## config.mk

```make
export PLATFORM = sky130hd
export DESIGN_NAME = fp_minmax_reduce
export DESIGN_NICKNAME = d
export VERILOG_FILES = /design/src/rtl/fp_minmax_reduce.sv
export SDC_FILE = /design/constraint.sdc
export NUM_CORES = 1
export LEC_CHECK = 0
export ABC_AREA = 1
export CORE_MARGIN = 1
export CORE_UTILIZATION = 53
export CTS_CLUSTER_SIZE = 28
export DETAILED_ROUTE_END_ITERATION = 7
export GPL_TIMING_DRIVEN = 0
export PLACE_DENSITY_LB_ADDON = 0.3
export SETUP_SLACK_MARGIN = 0.1
export SLEW_MARGIN = 5
export SYNTH_ARGS = -nofsm -noshare
export SYNTH_HDL_FRONTEND = slang
export SYNTH_SLANG_ARGS = --single-unit
```

## constraint.sdc

```tcl
create_clock -name clk -period 1.85 [get_ports clk]
set_input_delay 0.37 -clock clk [delete_from_list [all_inputs] [get_ports clk]]
set_output_delay 0.37 -clock clk [all_outputs]
set_load 0.005 [all_outputs]
```

## src/rtl/fp_minmax_reduce.sv

```systemverilog
// Streaming FP32 min/max reducer. Drives an external registered FP comparator
// one compare per element and returns the extreme value, its index, count and sticky invalid.
module fp_minmax_reduce #(
  parameter int W       = 32,
  parameter int CMP_LAT = 1,
  parameter int CNT_W   = 16
) (
  input  logic             clk,
  input  logic             rst,
  input  logic             mode,
  input  logic             s_valid,
  input  logic [W-1:0]     s_data,
  input  logic             s_last,
  output logic             s_ready,
  output logic [W-1:0]     cmp_in1,
  output logic [W-1:0]     cmp_in2,
  output logic             cmp_act,
  input  logic             cmp_eq,
  input  logic             cmp_great,
  input  logic             cmp_less,
  input  logic             cmp_inv,
  output logic             res_valid,
  output logic [W-1:0]     res_data,
  output logic [CNT_W-1:0] res_index,
  output logic [CNT_W-1:0] res_count,
  output logic             res_inv,
  input  logic             res_ready
);

  localparam int LAT_W = $clog2(CMP_LAT + 1) + 1;
  localparam logic [CNT_W-1:0] CNT_MAX = '1;

  typedef enum logic [2:0] {IDLE, FETCH, CMP, WAIT, DONE} state_t;

  state_t             state_q, state_d;
  logic [W-1:0]       best_q, best_d;
  logic [CNT_W-1:0]   best_idx_q, best_idx_d;
  logic [CNT_W-1:0]   cand_idx_q, cand_idx_d;
  logic [CNT_W-1:0]   count_q, count_d;
  logic               inv_q, inv_d;
  logic               mode_q, mode_d;
  logic               cand_last_q, cand_last_d;
  logic [LAT_W-1:0]   lat_cnt_q, lat_cnt_d;
  logic [W-1:0]       cmp_in1_q, cmp_in1_d;
  logic [W-1:0]       cmp_in2_q, cmp_in2_d;
  logic               cmp_act_q, cmp_act_d;
  logic               res_valid_q, res_valid_d;
  logic [W-1:0]       res_data_q, res_data_d;
  logic [CNT_W-1:0]   res_index_q, res_index_d;
  logic [CNT_W-1:0]   res_count_q, res_count_d;
  logic               res_inv_q, res_inv_d;

  logic               take;
  logic [W-1:0]       sel_best;
  logic [CNT_W-1:0]   sel_idx;
  logic               sel_inv;

  assign s_ready = rst && (state_q == IDLE || state_q == FETCH);

  always_comb begin
    // cmp_in1_q doubles as the candidate register; it is held through WAIT.
    take     = (mode_q ? cmp_less : cmp_great);
    sel_best = take ? cmp_in1_q : best_q;
    sel_idx  = take ? cand_idx_q : best_idx_q;
    sel_inv  = inv_q | cmp_inv;

    state_d     = state_q;
    best_d      = best_q;
    best_idx_d  = best_idx_q;
    cand_idx_d  = cand_idx_q;
    count_d     = count_q;
    inv_d       = inv_q;
    mode_d      = mode_q;
    cand_last_d = cand_last_q;
    lat_cnt_d   = lat_cnt_q;
    cmp_in1_d   = cmp_in1_q;
    cmp_in2_d   = cmp_in2_q;
    cmp_act_d   = 1'b0;
    res_valid_d = res_valid_q;
    res_data_d  = res_data_q;
    res_index_d = res_index_q;
    res_count_d = res_count_q;
    res_inv_d   = res_inv_q;

    case (state_q)
      IDLE: begin
        if (s_valid) begin
          best_d     = s_data;
          best_idx_d = '0;
          count_d    = CNT_W'(1);
          inv_d      = 1'b0;
          mode_d     = mode;
          if (s_last) begin
            state_d     = DONE;
            res_valid_d = 1'b1;
            res_data_d  = s_data;
            res_index_d = '0;
            res_count_d = CNT_W'(1);
            res_inv_d   = 1'b0;
          end else begin
            state_d = FETCH;
          end
        end
      end
      FETCH: begin
        if (s_valid) begin
          cand_last_d = s_last;
          cand_idx_d  = count_q;
          count_d     = (count_q == CNT_MAX) ? CNT_MAX : count_q + CNT_W'(1);
          cmp_in1_d   = s_data;
          cmp_in2_d   = best_q;
          cmp_act_d   = 1'b1;
          state_d     = CMP;
        end
      end
      CMP: begin
        lat_cnt_d = LAT_W'(1);
        state_d   = WAIT;
      end
      WAIT: begin
        if (lat_cnt_q == LAT_W'(CMP_LAT)) begin
          best_d     = sel_best;
          best_idx_d = sel_idx;
          inv_d      = sel_inv;
          if (cand_last_q) begin
            state_d     = DONE;
            res_valid_d = 1'b1;
            res_data_d  = sel_best;
            res_index_d = sel_idx;
            res_count_d = count_q;
            res_inv_d   = sel_inv;
          end else begin
            state_d = FETCH;
          end
        end else begin
          lat_cnt_d = lat_cnt_q + LAT_W'(1);
        end
      end
      DONE: begin
        if (res_ready) begin
          res_valid_d = 1'b0;
          state_d     = IDLE;
        end
      end
      default: state_d = IDLE;
    endcase
  end

  always_ff @(posedge clk or negedge rst) begin
    if (!rst) begin
      state_q     <= IDLE;
      best_q      <= '0;
      best_idx_q  <= '0;
      cand_idx_q  <= '0;
      count_q     <= '0;
      inv_q       <= 1'b0;
      mode_q      <= 1'b0;
      cand_last_q <= 1'b0;
      lat_cnt_q   <= '0;
      cmp_in1_q   <= '0;
      cmp_in2_q   <= '0;
      cmp_act_q   <= 1'b0;
      res_valid_q <= 1'b0;
      res_data_q  <= '0;
      res_index_q <= '0;
      res_count_q <= '0;
      res_inv_q   <= 1'b0;
    end else begin
      state_q     <= state_d;
      best_q      <= best_d;
      best_idx_q  <= best_idx_d;
      cand_idx_q  <= cand_idx_d;
      count_q     <= count_d;
      inv_q       <= inv_d;
      mode_q      <= mode_d;
      cand_last_q <= cand_last_d;
      lat_cnt_q   <= lat_cnt_d;
      cmp_in1_q   <= cmp_in1_d;
      cmp_in2_q   <= cmp_in2_d;
      cmp_act_q   <= cmp_act_d;
      res_valid_q <= res_valid_d;
      res_data_q  <= res_data_d;
      res_index_q <= res_index_d;
      res_count_q <= res_count_d;
      res_inv_q   <= res_inv_d;
    end
  end

  assign cmp_in1   = cmp_in1_q;
  assign cmp_in2   = cmp_in2_q;
  assign cmp_act   = cmp_act_q;
  assign res_valid = res_valid_q;
  assign res_data  = res_data_q;
  assign res_index = res_index_q;
  assign res_count = res_count_q;
  assign res_inv   = res_inv_q;

endmodule

```

== After elaboration in Yosys (flattened, before gate mapping) ==
Cells that the tools add are included.

* Bits in registers: 219
* Input bits: 42
* Output and inout port bits: 132
* Word-level logic and storage cells: 101

* Add/subtract/negate cells: 2
* Equality and inequality tests: 13
* Muxes and demuxes: 53
* Bitwise logic cells: 1
* Reduce and logical (&&, ||, !) cells: 15

{| class="wikitable"
|+ Operators with widths
! kind !! number
|-
| two-way mux 16 bit || 14
|-
| two-way mux 32 bit || 7
|-
| one-hot mux 16 bit (2 select lines) || 4
|-
| one-hot mux 32 bit (2 select lines) || 2
|-
| two-way mux 3 bit || 6
|-
| adder 16 x 1 -> 16 bit, second input constant || 1
|-
| == test 16 bit, second input constant || 1
|-
| one-hot mux 3 bit (5 select lines) || 1
|-
| two-way mux 1 bit || 14
|-
| != test 2 bit, second input constant || 7
|-
| == test 3 x 2 -> 1 bit, second input constant || 2
|-
| AND reduction 2 bit || 3
|-
| AND reduction 3 bit || 2
|-
| AND reduction 6 bit || 1
|-
| nonzero test 2 bit || 3
|-
| AND reduction 5 bit || 1
|-
| one-hot mux 1 bit (2 select lines) || 2
|-
| one-hot mux 2 bit (2 select lines) || 1
|-
| AND reduction 4 bit || 1
|-
| == test 3 x 1 -> 1 bit, second input constant || 1
|-
| == test 3 bit, second input constant || 1
|-
| logical NOT 3 bit || 1
|-
| one-hot mux 1 bit (3 select lines) || 1
|-
| nonzero test 3 bit || 1
|-
| 6 further kinds || 6
|}

== Depth between registers and ports, before layout ==
Gate-level depths: netlist of the first run.

* Depth after elaboration: 5
* Mapped depth: 12
* Mapped depth without buffers: 9

== Worst setup path before layout of the first run ==
No wires, ideal clock.

* Kind: register -> register
* Start: register state_q[0]
* End: register best_idx_q[4]
* Library setup time: 128 ps
* Data arrival time: 1519 ps
* Required time: 1722 ps
* Path slack: 203 ps
* Cell stages (with the launch flop): 11
* Buffers on the path: 4
* Clock period less this slack: 1647 ps
* Cell sequence: dfrtp_1 buf_2 nand3_2 or2_1 buf_2 nand3_4 inv_2 buf_2 buf_2 nand2_1 o21ai_1

* Word-level cells in the longest chain between the ends: 3
* Elaborated cells between the ends (all ways): 7
* Classes of those cells: eq/ne (3); mux (1); reduce/logical (3)

{| class="wikitable"
|+ RTL lines
! what !! line !! RTL
|-
| start: declaration || 35 || <nowiki>state_t state_q, state_d;</nowiki>
|-
| start signal: assignment || 169 || <nowiki>state_q <= state_d;</nowiki>
|-
| == test 3 x 2 -> 1 bit / logical NOT 3 bit (equally long branches) || 85 || <nowiki>case (state_q)</nowiki>
|-
| != test 2 bit (no source line) / nonzero test 2 bit (equally long branches) || n/a ||
|-
| AND reduction 3 bit (no source line) || n/a ||
|-
| end signal: assignment || 171 || <nowiki>best_idx_q <= best_idx_d;</nowiki>
|-
| end: declaration || 37 || <nowiki>logic [CNT_W-1:0] best_idx_q, best_idx_d;</nowiki>
|}

Several ways; a longest one is shown, not always the timed one.
A chain may end at the register's enable or synchronous reset.

== Worst setup path after layout of the first run ==
* Start: register state_q[2]
* End: register res_valid_q, in the netlist res_valid

* Word-level cells in the longest chain between the ends: 3
* Elaborated cells between the ends (all ways): 11
* Classes of those cells: eq/ne (7); mux (1); reduce/logical (3)

{| class="wikitable"
|+ RTL lines
! what !! line !! RTL
|-
| == test 3 bit (tied with other cells) || 85 ||
|-
| != test 2 bit (no source line) / nonzero test 3 bit (equally long branches) || n/a ||
|-
| AND reduction 6 bit (no source line) || n/a ||
|-
| end signal: assignment || 181 || <nowiki>res_valid_q <= res_valid_d;</nowiki>
|-
| end: declaration || 47 || <nowiki>logic res_valid_q, res_valid_d;</nowiki>
|}

Several ways; a longest one is shown, not always the timed one.

==> run metrics, run 1 <==
status=finished, violations left; violated checks=hold timing, setup timing; H-tree depth=1; syn avg cell area=7.85 um2; Comb power frac=43.3%; r2r setup slk=-0.002 ns; #FFs+latches synth=219; synth unique cells=29; Crit Path Max Fanout=8; Critical Path RT=2.25 ns; post-route setup TNS=-0.00257 ns; RePlAce Congestion=0.895; crit path kind=register to register; Layout Utilization=77.9%; TritonCTS buffer count=22; DR pass1 iterations=5; Sw Pwr=0.00772 W; placeable core area=0.0175 mm2; post-synth design cell area=0.00964 mm2; PortBufs=172; TritonCTS clock tree=yes; root buffer cell=clkbuf_16; power share of the clock group=21.4%; initial antenna violation count=0; largest net degree at the start of global routing=117; Reg clk slew, reported paths=0.06 ns; clk buf depth=3; switching share of power=36.9%; syn nets=1271; # rows=48; Worst slew margin=58.7%; DRC Markers=0; WL/cell=16.9 um; share of cells above drive strength 1=16.1%; peak supply drop=1.14 mV; register area share after synthesis=56.9%; post-DP HPWL=18200 um; Setup violations, final=2; GRT overflow=0; fill count=1143; antenna diode instance count=0; clock sinks=219; Post-layout nets=1540; pwr dens=1530 mW/mm2; die height=137 um; Fin. Hold Viols=114; crit share post-route=100%; RSZ-0062 raised after global routing=true; Synth area leader=dfrtp_1; HP Class=input pin to async pin; post-route ant nets=0; via/cell ratio=5.44; Leak=7.88 nW; Tmin final=1.85 ns; final clock skew=0.00889 ns; Post-synth EDFFs=0; yosys warns=0; 1st-iter DRT viols=882; Worst EP arrival=2.25 ns; kind of start point of the critical path=register; Setup crit end kind=register; share of the synthesized area in the top cell type=56.9%; cell count after synthesis=1227; Skew-Pair Late Insertion Delay=0.51 ns; # IOs=174; vias in the first global route=8828; Tightest Pin Transition=0.619 ns; first-pass GRT wire length=44100 um; DIE WIDTH=137 um; GRT Resource Usage Total=30.3%; worst hold slack=-0.106 ns; synth top area cells=dfrtp_1 57%, nand2_1 25%, o21ai_0 6.1%, nor2_1 2.8%, inv_1 1.9%; P_int=0.0132 W; Final Max Tran Viols=0; Primary FF master, synth=dfrtp_1; Final Worst Setup Slack=-0.00189 ns; Post-synth ARST share=100%; Flop pwr share=35.2%; Pwr Total=0.0209 W; synth-to-layout area growth=41.7%; Initial Util=55.0%; Max Cap Viol=0; wirelength, routed=29400 um; Fmax=540 MHz; Die ar.=0.0187 mm2; via count=9441
==> kinds of logic after synthesis <==
logic type | Yosys count | share of synthesized area (%)
simple gates | 731 | 29.2
flops | 219 | 56.9
compound gates | 153 | 8.06
buf+inv | 119 | 5.32
xor+xnor | 2 | 0.182
fa+ha+maj | 2 | 0.260
mux | 1 | 0.117
==> registers in the layout, indices dropped and copies added (netlist names) <==
signal	count
cmp_in2	32
count_q	16
inv_q	1
cmp_in1	32
res_index	16
mode_q	1
state_q	3
best_idx_q	16
cand_idx_q	16
lat_cnt_q	2
res_valid	1
best_q	32
cmp_act	1
res_inv	1
cand_last_q	1
res_data	32
res_count	16
==> per-layer routing <==
layer	GRT usage (%)	share of wire, %
met1	41.7	41
met2	47.5	47
met3	5.74	9.3
met4	12.1	3.6
met5	0	0
==> what timing repair did <==
| item | CTS | global route |
|---|---|---|
| hold endpoints to repair | 114 | 58 |
| pin swaps | 3 | 41 |
| cloned | 2 | 3 |
| buffers inserted | 37 | 29 |
| endpoints found under the setup margin | 278 | 260 |
| gates resized for setup | 113 | 202 |
==> metrics by stage <==
step / instances / setup slack (ns) / hold slack, ns / area, um2
after floorplan: 1227 / 0.203 / 0.0744 / 9640
after global placement: 1624 / -8.82 / 0.452 / 11600
after detailed placement: 1626 / -0.676 / 0.457 / 11700
after CTS: 1703 / 0.0644 / -0.0580 / 12800
after global routing: 1735 / -0.0507 / -0.0528 / 13700
final: 1735 / -0.00189 / -0.106 / 13700
==> cell usage after synthesis (all sizes together), types with 2 or more instances <==
cell type	instances
inv	54
ha	2
nand3	18
xor2	2
dfrtp	219
nand2	631
nor2	73
a21oi	17
clkbuf	28
buf	36
o21ai	130
o211ai	3
nand4	6
o22ai	2
==> power by group through the flow <==
stage	Combinational [W]	Sequential, W	Clock (W)
6_report	0.00906	0.00737	0.00448
5_1_grt	0.00982	0.00751	0.00468
4_1_cts	0.00773	0.00727	0.00447
3_5_place_dp	0.00687	0.00737	0
3_3_place_gp	0.00665	0.00736	0
2_1_floorplan	0.00334	0.00725	0
==> layout by cell type, fill, tap and decap left out, types with 26 or more instances in the layout <==
cell	instances
dlygate4sd2_1	44
nand2_1	571
dfrtp_1	217
clkdlybuf4s50_1	62
clkbuf_16	26
buf_4	67
nor2_1	68
nand2_2	46
inv_1	48
dlymetal6s2s_1	64
o21ai_0	113
==> area by class of cell <==
cell class | instances | area, um2 | share of cell area, %
Inverter | 55 | 215 | 1.58
Timing Repair Buffer | 245 | 2510 | 18.4
Buffer | 64 | 531 | 3.88
Tap cell | 225 | 282 | 2.06
Clock buffer | 35 | 681 | 4.98
Sequential cell | 219 | 5480 | 40.1
Clock inverter | 3 | 40.0 | 0.293
Multi-Input combinational cell | 889 | 3920 | 28.7
==> worst paths after layout <==
check / startpoint / endpoint / cells after the start
worst max-delay path: state_q[2]$_DFFE_PN0P_ / res_valid$_DFFE_PN0P_ / 10
worst min-delay path: rst / res_data[2]$_DFFE_PN0P_ / 2
worst max register to register: state_q[2]$_DFFE_PN0P_ / res_valid$_DFFE_PN0P_ / 10
worst min register to register: res_index[8]$_DFFE_PN0P_ / res_index[8]$_DFFE_PN0P_ / 2
max in group asynchronous: rst / cmp_in1[27]$_DFFE_PN0P_ / 3
min in group clk: s_data[23] / cmp_in1[23]$_DFFE_PN0P_ / 3
==> worst max-delay path, stage by stage, from the launching register on <==
cell and delay, ns:
dfrtp_2 0.46, inv_2 0.10, nand3_4 0.10, or2_1 0.26, buf_6 0.13, nand3_4 0.13
inv_4 0.07, nand2_4 0.10, buf_12 0.17, clkbuf_16 0.17, nand2_2 0.05
(Power assumes the default switching activity.)
==> run 2: changes to the inputs <==
--- a/config.mk
+++ b/config.mk
@@ -7,7 +7,7 @@
 export LEC_CHECK = 0
 export ABC_AREA = 1
 export CORE_MARGIN = 1
-export CORE_UTILIZATION = 53
+export CORE_UTILIZATION = 51
 export CTS_CLUSTER_SIZE = 28
 export DETAILED_ROUTE_END_ITERATION = 7
 export GPL_TIMING_DRIVEN = 0
==> run metrics, run 2 (synthesis gave the netlist of run 1 again) <==
placeable core area=0.0183 mm2; commonest non-fill, non-tap cell in the layout=nand2_1; Non-Filler Instances=1744; Flop pwr share=35.4%; via/cell ratio=5.34; peak supply drop=1.07 mV; WL/cell=16.6 um; share of cells above drive strength 1=15.6%; die height=139 um; dpl ws=-0.641 ns; Post-layout nets=1547; CP peak stage delay=0.48 ns; clock sinks=219; switching share of power=36.4%; Skew-Pair Late Insertion Delay=0.51 ns; worst hold slack=-0.176 ns; synth-to-layout area growth=40.9%; GRT overflow=0; CP top delay family=buffers and inverters; Final Worst Setup Slack=0.00674 ns; post-route ant nets=0; Worst EP arrival=2.28 ns; Final Max Tran Viols=0; post-route setup TNS=0 ns; violated checks=hold timing; power share of the clock group=21.5%; Initial Util=52.8%; Placed Cells=1629; PortBufs=172; clk buf depth=3; most frequent cells in the layout=582 x nand2_1, 217 x dfrtp_1, 115 x o21ai_0; 1st-iter DRT viols=743; highest-delay cell along the critical path=dfrtp_2; DR pass1 iterations=5; antenna diode instance count=0; Setup crit end kind=register; RePlAce Congestion=0.879; DIE WIDTH=139 um; crit share post-route=99.6%; status=finished, violations left; first-pass GRT wire length=44200 um; crit path kind=register to register; Reg clk slew, reported paths=0.06 ns; Worst Path Buf+Inv=5; Sw Pwr=0.00754 W; Die ar.=0.0195 mm2; Leak=7.77 nW; Fin. Hold Viols=110; H-tree depth=1; Max Cap Viol=0; initial antenna violation count=0; HP Class=input pin to async pin; RSZ-0062 raised after global routing=true; post-DP HPWL=18100 um; Worst slew margin=57.2%; TritonCTS buffer count=22; root buffer cell=clkbuf_16; GRT Resource Usage Total=28.4%; DRC Markers=0; largest net degree at the start of global routing=113; P_int=0.0131 W; Crit Path Max Fanout=7; # IOs=174; Critical Path RT=2.29 ns; Comb power frac=43.0%; Setup violations, final=0; kind of start point of the critical path=register; wirelength, routed=28900 um; via count=9318; Fmax=543 MHz; pwr dens=1520 mW/mm2; TritonCTS clock tree=yes; Tmin final=1.84 ns; # rows=49; Tightest Pin Transition=0.642 ns; final clock skew=0.00750 ns; vias in the first global route=8639; CP Cell Sequence=nor2_4, buf_4, nand2_2, inv_2, nand2_1, o21ai_4, inv_2, nand2_8, buf_12, clkbuf_16, nand2_2, nand2_1
[run 2: power groups by stage]
stage | clock network, W | registers, W | logic, W
floorplan | 0 | 0.00725 | 0.00334
global placement | 0 | 0.00737 | 0.00667
detailed placement | 0 | 0.00738 | 0.00684
CTS | 0.00448 | 0.00726 | 0.00769
global route | 0.00468 | 0.00747 | 0.00957
finish | 0.00445 | 0.00733 | 0.00890
[run 2: area by class of cell]
class	instances	area, um2
multi-input combinational	889	3860
sequential	219	5480
buffer	63	527
clock inverter	8	95.1
inverter	55	211
clock buffer	28	614
tap	229	287
fill	1264	4690
timing repair buffer	253	2500
[run 2: metrics by stage]
step                utilization, %  instance area [um2]  total power [W]
floorplan                        -                 9640           0.0106
global placement              63.7                11600           0.0140
detailed placement            63.9                11700           0.0142
CTS                           70.1                12800           0.0194
global route                  74.3                13600           0.0217
finish                        74.3                13600           0.0207
[run 2: repair_timing]
| item | CTS | global route |
|---|---|---|
| endpoints found under the hold margin | 110 | 110 |
| pin swaps | 4 | 21 |
| resized for setup | 115 | 165 |
| endpoints found under the setup margin | 286 | 222 |
| gates cloned | 0 | 3 |
| setup buffers | 42 | 35 |
[run 2: worst paths after layout]
check / startpoint / to / slack [ns] / cells past startpoint
setup / recovery: state_q[1]$_DFFE_PN0P_ / res_count[3]$_DFFE_PN0P_ / 0.007 / 12
hold / removal: rst / res_data[3]$_DFFE_PN0P_ / -0.18 / 1
setup reg to reg: state_q[1]$_DFFE_PN0P_ / res_count[3]$_DFFE_PN0P_ / 0.007 / 12
hold reg to reg: cmp_in2[25]$_DFFE_PN0P_ / cmp_in2[25]$_DFFE_PN0P_ / 0.47 / 2
max in group asynchronous: rst / res_data[25]$_DFFE_PN0P_ / 1.09 / 2
min in group clk: s_data[8] / cmp_in1[8]$_DFFE_PN0P_ / 0.43 / 3
[run 2: metal layers]
layer,vias to the layer above,track usage [%],wire length [um]
li1,4365,-,-
met1,4426,39.0,12000
met2,458,45.7,13700
met3,69,4.37,2280
met4,0,11.1,936
met5,-,0,0
[run 2: worst reg2reg max path, delay by kind of cell (launching register included)]
kind	cells	cell delay (ns)
AOI/OAI and AO/OA	1	0.10
buffers and inverters	5	0.67
DFF	1	0.48
and+or+nand+nor	6	0.52
==> run 3: changes to the inputs <==
--- a/config.mk
+++ b/config.mk
@@ -8,6 +8,7 @@
 export ABC_AREA = 1
 export CORE_MARGIN = 1
 export CORE_UTILIZATION = 51
+export CTS_BUF_LIST = sky130_fd_sc_hd__clkbuf_16
 export CTS_CLUSTER_SIZE = 28
 export DETAILED_ROUTE_END_ITERATION = 7
 export GPL_TIMING_DRIVEN = 0
==> run metrics, run 3 (synthesis gave the netlist of run 1 again) <==
Final Worst Setup Slack=0.00726 ns; 1st-iter DRT viols=785; highest-delay cell along the critical path=dfrtp_2; crit share post-route=99.6%; DRC Markers=0; r2r setup slk=0.007 ns; Leak=7.78 nW; Critical Path RT=2.29 ns; first-pass GRT wire length=44200 um; peak supply drop=1.05 mV; Max Cap Viol=0; commonest non-fill, non-tap cell in the layout=nand2_1; violated checks=hold timing; GRT overflow=0; final clock skew=0.00887 ns; placeable core area=0.0183 mm2; H-tree depth=1; Reg2Reg Depth=12; clk buf depth=3; status=finished, violations left; Placed Cells=1629; via/cell ratio=5.36; initial antenna violation count=0; Reg clk slew, reported paths=0.06 ns; Pwr Total=0.0205 W; CP top delay family=buffers and inverters; Setup violations, final=0; wirelength, routed=28900 um; pwr dens=1510 mW/mm2; PortBufs=172; Skew-Pair Late Insertion Delay=0.51 ns; worst r2r src=state_q[1]$_DFFE_PN0P_; Non-Filler Instances=1745; Worst slew margin=56.0%; dpl ws=-0.641 ns; via count=9351; synth-to-layout area growth=40.7%; DR pass1 iterations=5; Tightest Pin Transition=0.660 ns; Levels on crit path=12; crit path kind=register to register; root buffer cell=clkbuf_16; TritonCTS clock tree=yes; Setup crit end kind=register; most frequent cells in the layout=584 x nand2_1, 217 x dfrtp_1, 114 x o21ai_0; Fin. Hold Viols=110; Crit Path Max Fanout=7; die height=139 um; worst hold slack=-0.171 ns; Die ar.=0.0195 mm2; antenna diode instance count=0; Worst EP arrival=2.28 ns; TritonCTS buffer count=22; post-route ant nets=0; # IOs=174; Tmin final=1.84 ns; CP Cell Sequence=nor2_4, buf_4, nand2_2, inv_2, nand2_1, o21ai_4, inv_2, nand2_8, buf_12, clkbuf_16, nand2_2, nand2_1; clock sinks=219; post-DP HPWL=18100 um; Initial Util=52.8%; Critical Path Source=state_q[1]$_DFFE_PN0P_; HP Class=input pin to async pin; # rows=49; GRT Resource Usage Total=28.4%; RePlAce Congestion=0.879; CP Capture Point=res_count[3]$_DFFE_PN0P_; Layout Utilization=74.2%; Post-layout nets=1548; share of cells above drive strength 1=15.4%; kind of start point of the critical path=register; RR Endpoint=res_count[3]$_DFFE_PN0P_; vias in the first global route=8623; WL/cell=16.5 um; RSZ-0062 raised after global routing=true; DIE WIDTH=139 um; CP peak stage delay=0.47 ns; Fmax=543 MHz; post-route setup TNS=0 ns; largest net degree at the start of global routing=113; Final Max Tran Viols=0; Worst Path Buf+Inv=5
[run 3: cell count changes in the layout (fill, tap and decap cells not counted), sizes merged]
cell	change
buf	+1
clkbuf	-5
clkinv	+2
inv	+3
[run 3: through the flow]
step / hold WS (ns) / area [um2]
floorplan: 0.0744 / 9640
global placement: 0.453 / 11600
detailed placement: 0.458 / 11700
CTS: -0.0308 / 12800
global route: -0.113 / 13600
finish: -0.171 / 13600
[run 3: report_power, final]
part	total (W)	internal, W	switching [W]
Combinational	0.00886	0.00422	0.00463
Clock	0.00435	0.00251	0.00183
Sequential	0.00731	0.00629	0.00102
[run 3: per-layer routing]
| layer | track usage, % | vias up | part of all wire (%) |
|---|---|---|---|
| li1 | - | 4373 | - |
| met1 | 39.0 | 4448 | 41 |
| met2 | 45.6 | 453 | 47 |
| met3 | 4.37 | 77 | 8.5 |
| met4 | 11.1 | 0 | 3.7 |
| met5 | 0 | - | 0 |
[run 3: cell type report]
cell class | count | area, um2
buffer | 63 | 512
clock inverter | 13 | 114
fill | 1268 | 4710
clock buffer | 23 | 576
multi-input combinational | 889 | 3850
timing repair buffer | 254 | 2530
inverter | 55 | 211
sequential | 219 | 5480
tap | 229 | 287
[run 3: how the worst min path moves through the flow]
stage                       startpoint                   endpoint  slack [ns]  depth (start not counted)
3_5_place_dp   cmp_in2[24]$_DFFE_PN0P_    cmp_in2[24]$_DFFE_PN0P_        0.46                          2
2_1_floorplan                      rst  best_idx_q[0]$_DFFE_PN0P_        0.07                          0
5_1_grt                            rst    res_data[1]$_DFFE_PN0P_       -0.11                          1
4_1_cts                            rst    res_data[3]$_DFFE_PN0P_       -0.03                          1
3_3_place_gp   cmp_in2[23]$_DFFE_PN0P_    cmp_in2[23]$_DFFE_PN0P_        0.45                          2
6_report                           rst    res_data[1]$_DFFE_PN0P_       -0.17                          1
[run 3: timing repair]
item,in CTS,in global routing
gates cloned,0,4
gates resized for setup,113,160
setup endpoints to repair,286,222
hold endpoints to repair,110,110
pin swaps,4,23
setup buffers,42,35
